==> src/rtl/game_ctrl.sv <==
// Pong match sequencer: scores, game state, ball run/serve control paced by refresh_tick.
// Optional GAME_PAUSE_EN adds a pause port and a paused flag that holds the ball in PLAY.
module game_ctrl #(
  parameter int WIN_SCORE    = 5,
  parameter int SERVE_FRAMES = 60,
  parameter int SCORE_W      = 4
) (
  input  logic               clk,
  input  logic               reset,
  input  logic               refresh_tick,
  input  logic               start,
  input  logic               miss_left,
  input  logic               miss_right,
`ifdef GAME_PAUSE_EN
  input  logic               pause,
`endif
  output logic               ball_run,
  output logic               ball_serve,
  output logic               serve_dir,
  output logic [SCORE_W-1:0] score1,
  output logic [SCORE_W-1:0] score2,
  output logic               game_over,
  output logic               winner,
  output logic [2:0]         state
);

  localparam int CNT_W = $clog2(SERVE_FRAMES + 1);

  typedef enum logic [2:0] {
    S_IDLE  = 3'd0,
    S_SERVE = 3'd1,
    S_PLAY  = 3'd2,
    S_POINT = 3'd3,
    S_OVER  = 3'd4
  } state_t;

  state_t             r_state;
  logic [CNT_W-1:0]   r_cnt;
  logic [SCORE_W-1:0] r_score1, r_score2;
  logic               r_ball_run, r_ball_serve, r_serve_dir, r_game_over, r_winner;
  logic [SCORE_W-1:0] w_s1_inc, w_s2_inc;
  logic               w_paused, w_miss;

`ifdef GAME_PAUSE_EN
  logic r_paused;
  assign w_paused = r_paused;
`else
  assign w_paused = 1'b0;
`endif

  assign w_s1_inc = r_score1 + 1'b1;
  assign w_s2_inc = r_score2 + 1'b1;
  assign w_miss   = (miss_left | miss_right) & ~w_paused;

  always_ff @(posedge clk or negedge reset) begin
    if (!reset) begin
      r_state      <= S_IDLE;
      r_cnt        <= '0;
      r_score1     <= '0;
      r_score2     <= '0;
      r_ball_run   <= 1'b0;
      r_ball_serve <= 1'b0;
      r_serve_dir  <= 1'b0;
      r_game_over  <= 1'b0;
      r_winner     <= 1'b0;
`ifdef GAME_PAUSE_EN
      r_paused     <= 1'b0;
`endif
    end else begin
      r_ball_serve <= 1'b0;
      case (r_state)
        S_IDLE, S_OVER: begin
          if (start) begin
            r_state      <= S_SERVE;
            r_score1     <= '0;
            r_score2     <= '0;
            r_serve_dir  <= 1'b0;
            r_cnt        <= '0;
            r_ball_serve <= 1'b1;
            r_game_over  <= 1'b0;
            r_winner     <= 1'b0;
          end
        end
        S_SERVE: begin
          if (refresh_tick) begin
            if (r_cnt == CNT_W'(SERVE_FRAMES - 1)) begin
              r_state    <= S_PLAY;
              r_ball_run <= 1'b1;
            end else begin
              r_cnt <= r_cnt + 1'b1;
            end
          end
        end
        S_PLAY: begin
          // refresh_tick is deliberately ignored here, so a tick coincident with a miss is lost
          if (w_miss) begin
            r_ball_run <= 1'b0;
            if (miss_left && miss_right) begin
              r_state <= S_POINT;
            end else if (miss_left) begin
              r_score2    <= w_s2_inc;
              r_serve_dir <= 1'b0;
              if (w_s2_inc == SCORE_W'(WIN_SCORE)) begin
                r_state     <= S_OVER;
                r_game_over <= 1'b1;
                r_winner    <= 1'b1;
              end else begin
                r_state <= S_POINT;
              end
            end else begin
              r_score1    <= w_s1_inc;
              r_serve_dir <= 1'b1;
              if (w_s1_inc == SCORE_W'(WIN_SCORE)) begin
                r_state     <= S_OVER;
                r_game_over <= 1'b1;
                r_winner    <= 1'b0;
              end else begin
                r_state <= S_POINT;
              end
            end
          end
`ifdef GAME_PAUSE_EN
          else if (pause) begin
            r_paused   <= ~r_paused;
            r_ball_run <= r_paused;
          end
`endif
        end
        S_POINT: begin
          if (refresh_tick) begin
            r_state      <= S_SERVE;
            r_cnt        <= '0;
            r_ball_serve <= 1'b1;
          end
        end
        default: r_state <= S_IDLE;
      endcase
    end
  end

  assign ball_run   = r_ball_run;
  assign ball_serve = r_ball_serve;
  assign serve_dir  = r_serve_dir;
  assign score1     = r_score1;
  assign score2     = r_score2;
  assign game_over  = r_game_over;
  assign winner     = r_winner;
  assign state      = r_state;

endmodule

==> config.mk <==
export PLATFORM = sky130hd
export DESIGN_NAME = game_ctrl
export DESIGN_NICKNAME = d
export VERILOG_FILES = /design/src/rtl/game_ctrl.sv
export SDC_FILE = /design/constraint.sdc
export NUM_CORES = 1
export LEC_CHECK = 0
export CORE_MARGIN = 10
export CORE_UTILIZATION = 51
export CTS_BUF_LIST = sky130_fd_sc_hd__clkbuf_16
export CTS_CLUSTER_DIAMETER = 50
export DETAILED_ROUTE_END_ITERATION = 8
export PLACE_DENSITY = 0.87
export SKIP_CTS_REPAIR_TIMING = 1
export SLEW_MARGIN = 20
export SYNTH_ARGS = -nofsm -noshare
export SYNTH_HDL_FRONTEND = slang
export SYNTH_SLANG_ARGS = --single-unit
==> constraint.sdc <==
create_clock -name clk -period 2.25 [get_ports clk]
set_clock_uncertainty 0.2 [all_clocks]
set_input_delay 0.5625 -clock clk [delete_from_list [all_inputs] [get_ports clk]]
set_output_delay 0.5625 -clock clk [all_outputs]
set_load 0.1 [all_outputs]
* Yosys cells after proc, flatten, opt, wreduce, memory -nomap -nowiden
Index checks and enable logic that the tools add are counted.
** Word-level totals
- Memory bits (writable) :: 0
- Output and inout port bits :: 16
- Latch bits :: 0
- Bits in registers :: 22
- Bits of input ports :: 6
- Bits in read-only memories :: 0
- Word-level logic and storage cells :: 91
- Memories kept :: 0
** Cells by class
- Muxes and demuxes :: 47
- Equality and inequality tests :: 18
- Div/mod/pow operators :: 0
- $add $sub $neg :: 3
- Shift operators :: 0
- Reductions and logical operators :: 13
- Multipliers :: 0
- Bitwise gates (word level) :: 1
- Order comparisons :: 0
** Operators by type and width (count)
- 4-bit two-way mux :: 7
- 3-bit two-way mux :: 9
- 6-bit two-way mux :: 4
- 5-bit AND reduction :: 4
- 1-bit two-way mux :: 18
- 2-bit inequality test, second input constant :: 9
- 6-bit one-hot mux with 3 select lines :: 1
- 4-bit one-hot mux with 2 select lines :: 2
- 3-bit one-hot mux with 4 select lines :: 1
- 1-bit one-hot mux with 2 select lines :: 5
- 4-bit by 1-bit adder with 4-bit output, second input constant :: 2
- 4-bit by 3-bit == test with 1-bit output, second input constant :: 2
- 4-bit AND reduction :: 2
- 6-bit by 1-bit adder with 6-bit output, second input constant :: 1
- 3-bit by 2-bit == test with 1-bit output, second input constant :: 2
- 6-bit == test, second input constant :: 1
- 3-bit inequality test, second input constant :: 2
- 6-bit AND reduction :: 1
- 2-bit nonzero test :: 2
- 3-bit by 1-bit == test with 1-bit output, second input constant :: 1
- 3-bit == test, second input constant :: 1
- 3-bit zero test :: 1
- 3-bit nonzero test :: 1
- 2-bit OR reduction :: 1
- other kinds (2) :: 2

* Logic depth before layout (Yosys ltp)
Gate-level depths: netlist (run 1).
- Depth in word-level cells :: 7
- Depth in mapped cells :: 6
- Depth with buffers taken out :: 6

* Worst setup path before layout (run 1)
Ideal clock, no wire load.
- Kind :: register to register
- From :: reg r_state[1] (netlist: state[1])
- To :: reg r_cnt[0]
- Clock period less this slack :: 2.434 ns
- Path buffers :: 2
- Setup time :: 0.125 ns
- Required time :: 1.925 ns
- Cell stages (with the launch flop) :: 7
- Path slack :: -0.184 ns
- Arrival time :: 2.109 ns
- Cells stage by stage :: dfrtp_1 clkbuf_2 nor2_1 and2_1 clkbuf_1 nor2_1 mux2_2
** On the way
- Cells in the longest elaborated chain, start to end :: 4
- Elaborated cells between the ends (all ways) :: 12
- Classes of those cells :: 7 x eq/ne; 1 x mux; 4 x reduce/logical
** RTL lines
- start, declared :: line 37 : state_t r_state;
- start signal, assigned :: line 57 : r_state <= S_IDLE;
- start signal, assigned :: line 74 : r_state <= S_SERVE;
- start signal, assigned :: line 87 : r_state <= S_PLAY;
- 3-bit == test / 3-bit zero test (equally long branches) :: line 71 : case (r_state)
- 2-bit OR reduction :: line 71
- 2-bit inequality test (no line) / 3-bit nonzero test (equally long branches)
- 5-bit AND reduction (no line)
- end signal, assigned :: line 90 : r_cnt <= r_cnt + 1'b1;
- end, declared :: line 38 : logic [CNT_W-1:0] r_cnt;
Several ways; a longest one is shown, not always the timed one.
A chain may end at the register's enable or synchronous reset.

* Final worst setup path (run 1)
- From :: reg r_cnt[0]
- To :: reg r_cnt[0]
** On the way
- Cells in the longest elaborated chain, start to end :: 4
- Elaborated cells between the ends (all ways) :: 7
- Classes of those cells :: 1 x add/sub; 2 x eq/ne; 3 x mux; 1 x reduce/logical
** RTL lines
- 6-bit by 1-bit adder with 6-bit output :: line 90
- 6-bit two-way mux :: line 86 : if (r_cnt == CNT_W'(SERVE_FRAMES - 1)) begin
- 6-bit two-way mux :: line 85 : if (refresh_tick) begin
- 6-bit one-hot mux with 3 select lines :: line 71
Several ways; a longest one is shown, not always the timed one. The select of a mux whose other input is x is not followed.

==> results of run 1 <==
## layer usage
layer / routed length [um] / share of wire (%) / vias up / global-route usage [%]
met4: 59 / 1.9 / 0 / 6.53
met2: 1600 / 52 / 29 / 24.9
li1: - / - / 513 / -
met5: 0 / 0 / - / 0
met3: 191 / 6.2 / 7 / 4.73
met1: 1210 / 40 / 546 / 15.6
## critical path, cell delays in order, from the launching register on
cell and delay (ps):
dfrtp_1 390, ha_1 200, nor2b_1 220, and4_1 340, a21oi_1 110, nor2_2 150, mux2_2 350
## power by group
part	switching [W]	internal [W]	leakage, nW
registers	0.0000816	0.000460	0.282
clock network	0.000136	0.000237	0.0385
logic	0.000202	0.000154	0.454
## logic make-up (layout without fill, tap and decap cells)
kind of cell             Yosys count  in the layout
AND/OR/NAND/NOR                   50             50
AO/OA/AOI/OAI                     33             33
flip-flops                        22             22
buffers and inverters             10             39
adder cells (fa/ha/maj)            5              5
XOR/XNOR                           4              4
multiplexers                       2              2
## state kept, by name (all words and copies together), names as in the netlist
| register | flops |
|---|---|
| ball_run | 1 |
| serve_dir | 1 |
| winner | 1 |
| ball_serve | 1 |
| score2 | 4 |
| score1 | 4 |
| r_cnt | 6 |
| game_over | 1 |
| state | 3 |
## per-stage QoR
stage	cells	worst slack, ps
after global placement	179	78.7
after CTS	183	148
final	183	178
after detailed placement	179	4.57
after global routing	183	4.92
after floorplan	126	7.78
## path summary, 6_finish.rpt
kind | startpoint | end | slack (ps) | cells past startpoint
max | r_cnt[0] | r_cnt[0] | 180 | 6
min | r_cnt[1] | r_cnt[1] | 350 | 2
max reg2reg | r_cnt[0] | r_cnt[0] | 180 | 6
min reg2reg | r_cnt[1] | r_cnt[1] | 350 | 2
max in group asynchronous | reset | score2[0] | 1150 | 2
min in group asynchronous | reset | r_cnt[5] | 450 | 2
## synthesized netlist by cell type (3+ instances only)
library cell	n
nand3_1	9
dfrtp_1	22
ha_1	5
nor2b_1	3
inv_1	8
nor3_1	3
o21ai_0	13
nor2_1	9
nand2_1	12
a21oi_1	5
xor2_1	4
## layout make-up
cell class                      instances  area share [%]
Tap cell                               28            2.03
Multi-Input combinational cell         94            35.4
Timing Repair Buffer                   27            24.0
Sequential cell                        22            32.3
Clock inverter                          1           0.217
Clock buffer                            3            4.34
Inverter                                8            1.74
==> reports/metrics.csv, run 1 <==
stage,metric,value,unit
clocking,h-tree-depth,1,
yosys,synth_seq_cells,22,
clocking,cts_sinks,22,
clocking,cts_buffers,3,
worst_setup_path,start_kind,flop,
grt,antenna_found_initial,0,
timing,fmax,0.483,GHz
clocking,cts_tree,built,
grt,grt_pass1_wl,5200,um
yosys,synthXorXnorAreaFrac,2.92,%
final_layout,n_antenna_cell,0,
worst_setup_path,critPathRequiredTime,2190,ps
detailed_routing,viasPerCell,5.98,
worst_setup_path,cp_max_fo,5,
yosys,ys_types,37,
clocking,cts-root-buf,clkbuf_16,
clocking,clk_latency,250,ps
timing,rsz0062_at_grt,no,
final_layout,final_cell_area,1730,um^2
floorplan,core_area,2230,um^2
detailed_routing,drtPass1Iterations,6,
floorplan,rows,17,
flow_run,drv_cap,0,
timing,finalHoldViolCount,0,
detailed_routing,drcViolationCount,0,
yosys,yosys-top-cells-area,"dfrtp_1 (46%), o21ai_0 (5.4%), ha_1 (5.2%), nand3_1 (3.8%), nand2_1 (3.8%)",
detailed_routing,ant_nets,0,
yosys,synthMuxAreaShare,1.77,%
final_layout,multi_input_area,612,um^2
pwr,p_leak,0.775,nW
yosys,synth_top_area_share,45.9,%
clocking,clock_path_buffers,2,
yosys,ys_seq_area_share,45.9,%
grt,gr-total-overflow,0,
detailed_routing,drt-initial-drc-count,66,
pwr,power,0.00127,W
floorplan,die_h,68.5,um
timing,worst_pin_slew,547,ps
pwr,pwr_density_cell,735,nW/um^2
placed_design,dpl.hpwl,2180,um
final_layout,drive_gt1_share,23.2,%
final_layout,regArea,558,um^2
hold_path,hold_path.class,reg2reg,
timing,fin_tns_setup,0,ps
yosys,synth-compound-area-share,18.1,%
yosys,synth_area,1200,um^2
yosys,yosysTopAreaCell,dfrtp_1,
detailed_routing,vias,1095,
floorplan,die_area,4690,um^2
final_layout,areaGrowthSynthToFinish,44.3,%
grt,grt_max_degree,23,
timing,slew_headroom,63.4,%
yosys,ys_warn_count,0,
detailed_routing,post_drt_wl_per_cell,16.7,um
yosys,avgSynthCellArea,9.51,um^2
timing,drv_slew,0,
yosys,synth_fp_nets,137,
status,outcome,finished clean,
final_layout,post-route-util,77.4,%
yosys,synthSimpleGateAreaFrac,22.9,%
placed_design,io_buffers,21,
yosys,synthAdderAreaFrac,5.22,%
floorplan,start_util,53.7,%
worst_setup_path,cp.arrival,2010,ps
final_layout,fillers,141,
final_layout,nNetsFinal,167,
grt,grt.total_usage,14.4,%
detailed_routing,totalWireLength,3060,um
timing,setup_viol,0,
pwr,ir_drop,0.615,mV
grt,grt_pass1_vias,1119,
timing,fin_hold_ws,354,ps
placed_design,placed_area,1650,um^2
yosys,async_reset_ff_share,100,%
timing,period_minus_slack,2070,ps
clocking,cts.clk_slew.worst_paths,60,ps
placed_design,gp_congestion,0.806,
final_layout,final_cell_mix,"dfrtp_1 (16), buf_12 (16), o21ai_0 (13), nand2_1 (12), nand3_1 (9)",
worst_setup_path,end_kind,flop,
yosys,synth_top_family_by_area,simple AND/OR/NAND/NOR gates,
timing,fin_crit_sh,92.1,%
floorplan,die_w,68.5,um
yosys,synth_cells,126,
yosys,synth_edf_count,0,
worst_setup_path,worstSetupPathType,reg2reg,
floorplan,io_pins,22,
yosys,synth_flop_cell,dfrtp_1,
Power figures use the tool's default switching activity.
==> run 2, diff against run 1 <==
--- a/config.mk
+++ b/config.mk
@@ -6,11 +6,11 @@
 export NUM_CORES = 1
 export LEC_CHECK = 0
 export CORE_MARGIN = 10
-export CORE_UTILIZATION = 51
+export CORE_UTILIZATION = 35
 export CTS_BUF_LIST = sky130_fd_sc_hd__clkbuf_16
 export CTS_CLUSTER_DIAMETER = 50
 export DETAILED_ROUTE_END_ITERATION = 8
-export PLACE_DENSITY = 0.87
+export PLACE_DENSITY = 0.66
 export SKIP_CTS_REPAIR_TIMING = 1
 export SLEW_MARGIN = 20
 export SYNTH_ARGS = -nofsm -noshare
==> run 2 against run 1 <==
Maximum frequency is 3.9% higher. Via count is 5.8% lower. Worst hold slack better by 4.9 ps. Critical path depth is the same. Count of clock-buffer cells in the layout is the same. Critical path type unchanged. Highest routed layer unchanged.
==> reports/metrics.csv, run 2 (same netlist as run 1, synthesis figures left out) <==
stage,metric,value,unit
clocking,cts.clk_slew.worst_paths,60,ps
final_layout,nNetsFinal,170,
worst_setup_path,end_kind,flop,
clocking,cts_buffers,3,
floorplan,core_area,3310,um^2
grt,grtUsageMet1,10.8,%
grt,grt_max_degree,23,
final_layout,drive_gt1_share,24.1,%
final_layout,post-route-util,53.5,%
worst_setup_path,critPathRequiredTime,2190,ps
clocking,clock_path_buffers,2,
clocking,cts_tree,built,
grt,antenna_found_initial,0,
placed_design,io_buffers,21,
final_layout,stdcell_count,204,
final_layout,regArea,558,um^2
clocking,clk_latency,250,ps
timing,fin_crit_sh,88.6,%
pwr,pwr_density_cell,714,nW/um^2
worst_setup_path,worstSetupPathType,reg2reg,
status,outcome,finished clean,
final_layout,fillers,306,
timing,period_minus_slack,1990,ps
timing,drv_slew,0,
detailed_routing,post_drt_wl_per_cell,13.6,um
final_layout,multi_input_area,609,um^2
detailed_routing,vias,1031,
worst_setup_path,startpoint,r_cnt[0],
timing,slew_headroom,67.6,%
timing,layout_setup_ws,256,ps
floorplan,die_h,78.5,um
detailed_routing,totalWireLength,2780,um
grt,grt_use_met3,3.76,%
grt,gr-total-overflow,0,
worst_setup_path,cp.arrival,1930,ps
placed_design,dpl.hpwl,2170,um
hold_path,whs_path_depth,1,
grt,grt_busiest_layer,met2,
worst_setup_path,ff2ff_path_depth,6,
clocking,h-tree-depth,1,
timing,finalHoldViolCount,0,
floorplan,die_area,6170,um^2
detailed_routing,drt-initial-drc-count,71,
worst_setup_path,cp_max_fo,5,
grt,grt_pass1_wl,4910,um
final_layout,largest-register,r_cnt,
floorplan,die_w,78.5,um
detailed_routing,drcViolationCount,0,
flow_run,drv_cap,0,
detailed_routing,ant_nets,0,
floorplan,rows,21,
floorplan,start_util,36.2,%
hold_path,min_from,game_over,
placed_design,gp_congestion,0.788,
detailed_routing,viasPerCell,5.05,
grt,use_met2,16.2,%
detailed_routing,drtPass1Iterations,4,
placed_design,dpl.cell_count,200,
timing,setup_viol,0,
worst_setup_path,reg2reg_slack,260,ps
timing,fin_tns_setup,0,ps
grt,grt.total_usage,9.71,%
final_layout,areaGrowthSynthToFinish,47.8,%
clocking,cts-root-buf,clkbuf_16,
grt,grt_pass1_vias,1057,
final_layout,largest_register_ffs,6,
timing,fmax,0.501,GHz
timing,rsz0062_at_grt,no,
final_layout,final_cell_mix,"dfrtp_1 (16), buf_12 (16), o21ai_0 (13), nand2_1 (12)",
pwr,p_leak,0.788,nW
placed_design,dp_slack,24.3,ps
clocking,cts_sinks,22,
pwr,ir_drop,0.326,mV
worst_setup_path,start_kind,flop,
worst_setup_path,worstReg2RegStart,r_cnt[0],
final_layout,n_antenna_cell,0,
floorplan,io_pins,22,
hold_path,hold_path.class,reg2reg,
timing,worst_pin_slew,484,ps
==> run 2: cell types whose count changed in the layout (fill, tap and decap cells not counted), sizes merged <==
cell  previous run  this run
buf             22        25
==> run 2: where the power goes <==
group          total [W]  switching (W)  internal (W)
registers       0.000539      0.0000797      0.000460
clock network   0.000374       0.000137      0.000237
logic           0.000351       0.000193      0.000158
==> run 2: final cells by class <==
class,instances,share of cell area (%)
clock buffer,3,4.24
clock inverter,1,0.212
inverter,8,1.69
multi-input combinational,94,34.4
sequential,22,31.5
tap,46,3.25
timing repair buffer,30,24.7
==> run 2: critical path, stage by stage, from the launching register on <==
cell     delay (ps)
dfrtp_1         390
ha_1            200
nor2b_1         160
and4_1          310
a21oi_1          90
nor2_1          180
mux2_2          360
==> run 2: stage by stage <==
stage	hold WS (ps)	area (um^2)	power (W)
2_1_floorplan	66.9	1210	0.000766
6_report	358	1770	0.00126
3_3_place_gp	340	1690	0.000884
4_1_cts	365	1770	0.00128
5_1_grt	380	1770	0.00135
3_5_place_dp	349	1690	0.000901
==> run 2: path summary, 6_finish.rpt <==
kind                             end
setup / recovery            r_cnt[0]
max in group asynchronous  score2[0]
min in group asynchronous   r_cnt[5]
setup reg to reg            r_cnt[0]
hold / removal             game_over
hold reg to reg            game_over
==> run 2: routing by layer <==
layer,wire length [um],vias up
li1,-,516
met1,1240,492
met2,1360,18
met3,149,5
met4,36,0
met5,0,-
==> run 3, diff against run 2 <==
--- a/config.mk
+++ b/config.mk
@@ -5,13 +5,13 @@
 export SDC_FILE = /design/constraint.sdc
 export NUM_CORES = 1
 export LEC_CHECK = 0
+export CAP_MARGIN = 25
 export CORE_MARGIN = 10
 export CORE_UTILIZATION = 35
 export CTS_BUF_LIST = sky130_fd_sc_hd__clkbuf_16
 export CTS_CLUSTER_DIAMETER = 50
 export DETAILED_ROUTE_END_ITERATION = 8
 export PLACE_DENSITY = 0.66
-export SKIP_CTS_REPAIR_TIMING = 1
 export SLEW_MARGIN = 20
 export SYNTH_ARGS = -nofsm -noshare
 export SYNTH_HDL_FRONTEND = slang
==> results of run 3 <==
No change in the layout: final DEF, timing and power equal those of run 2.
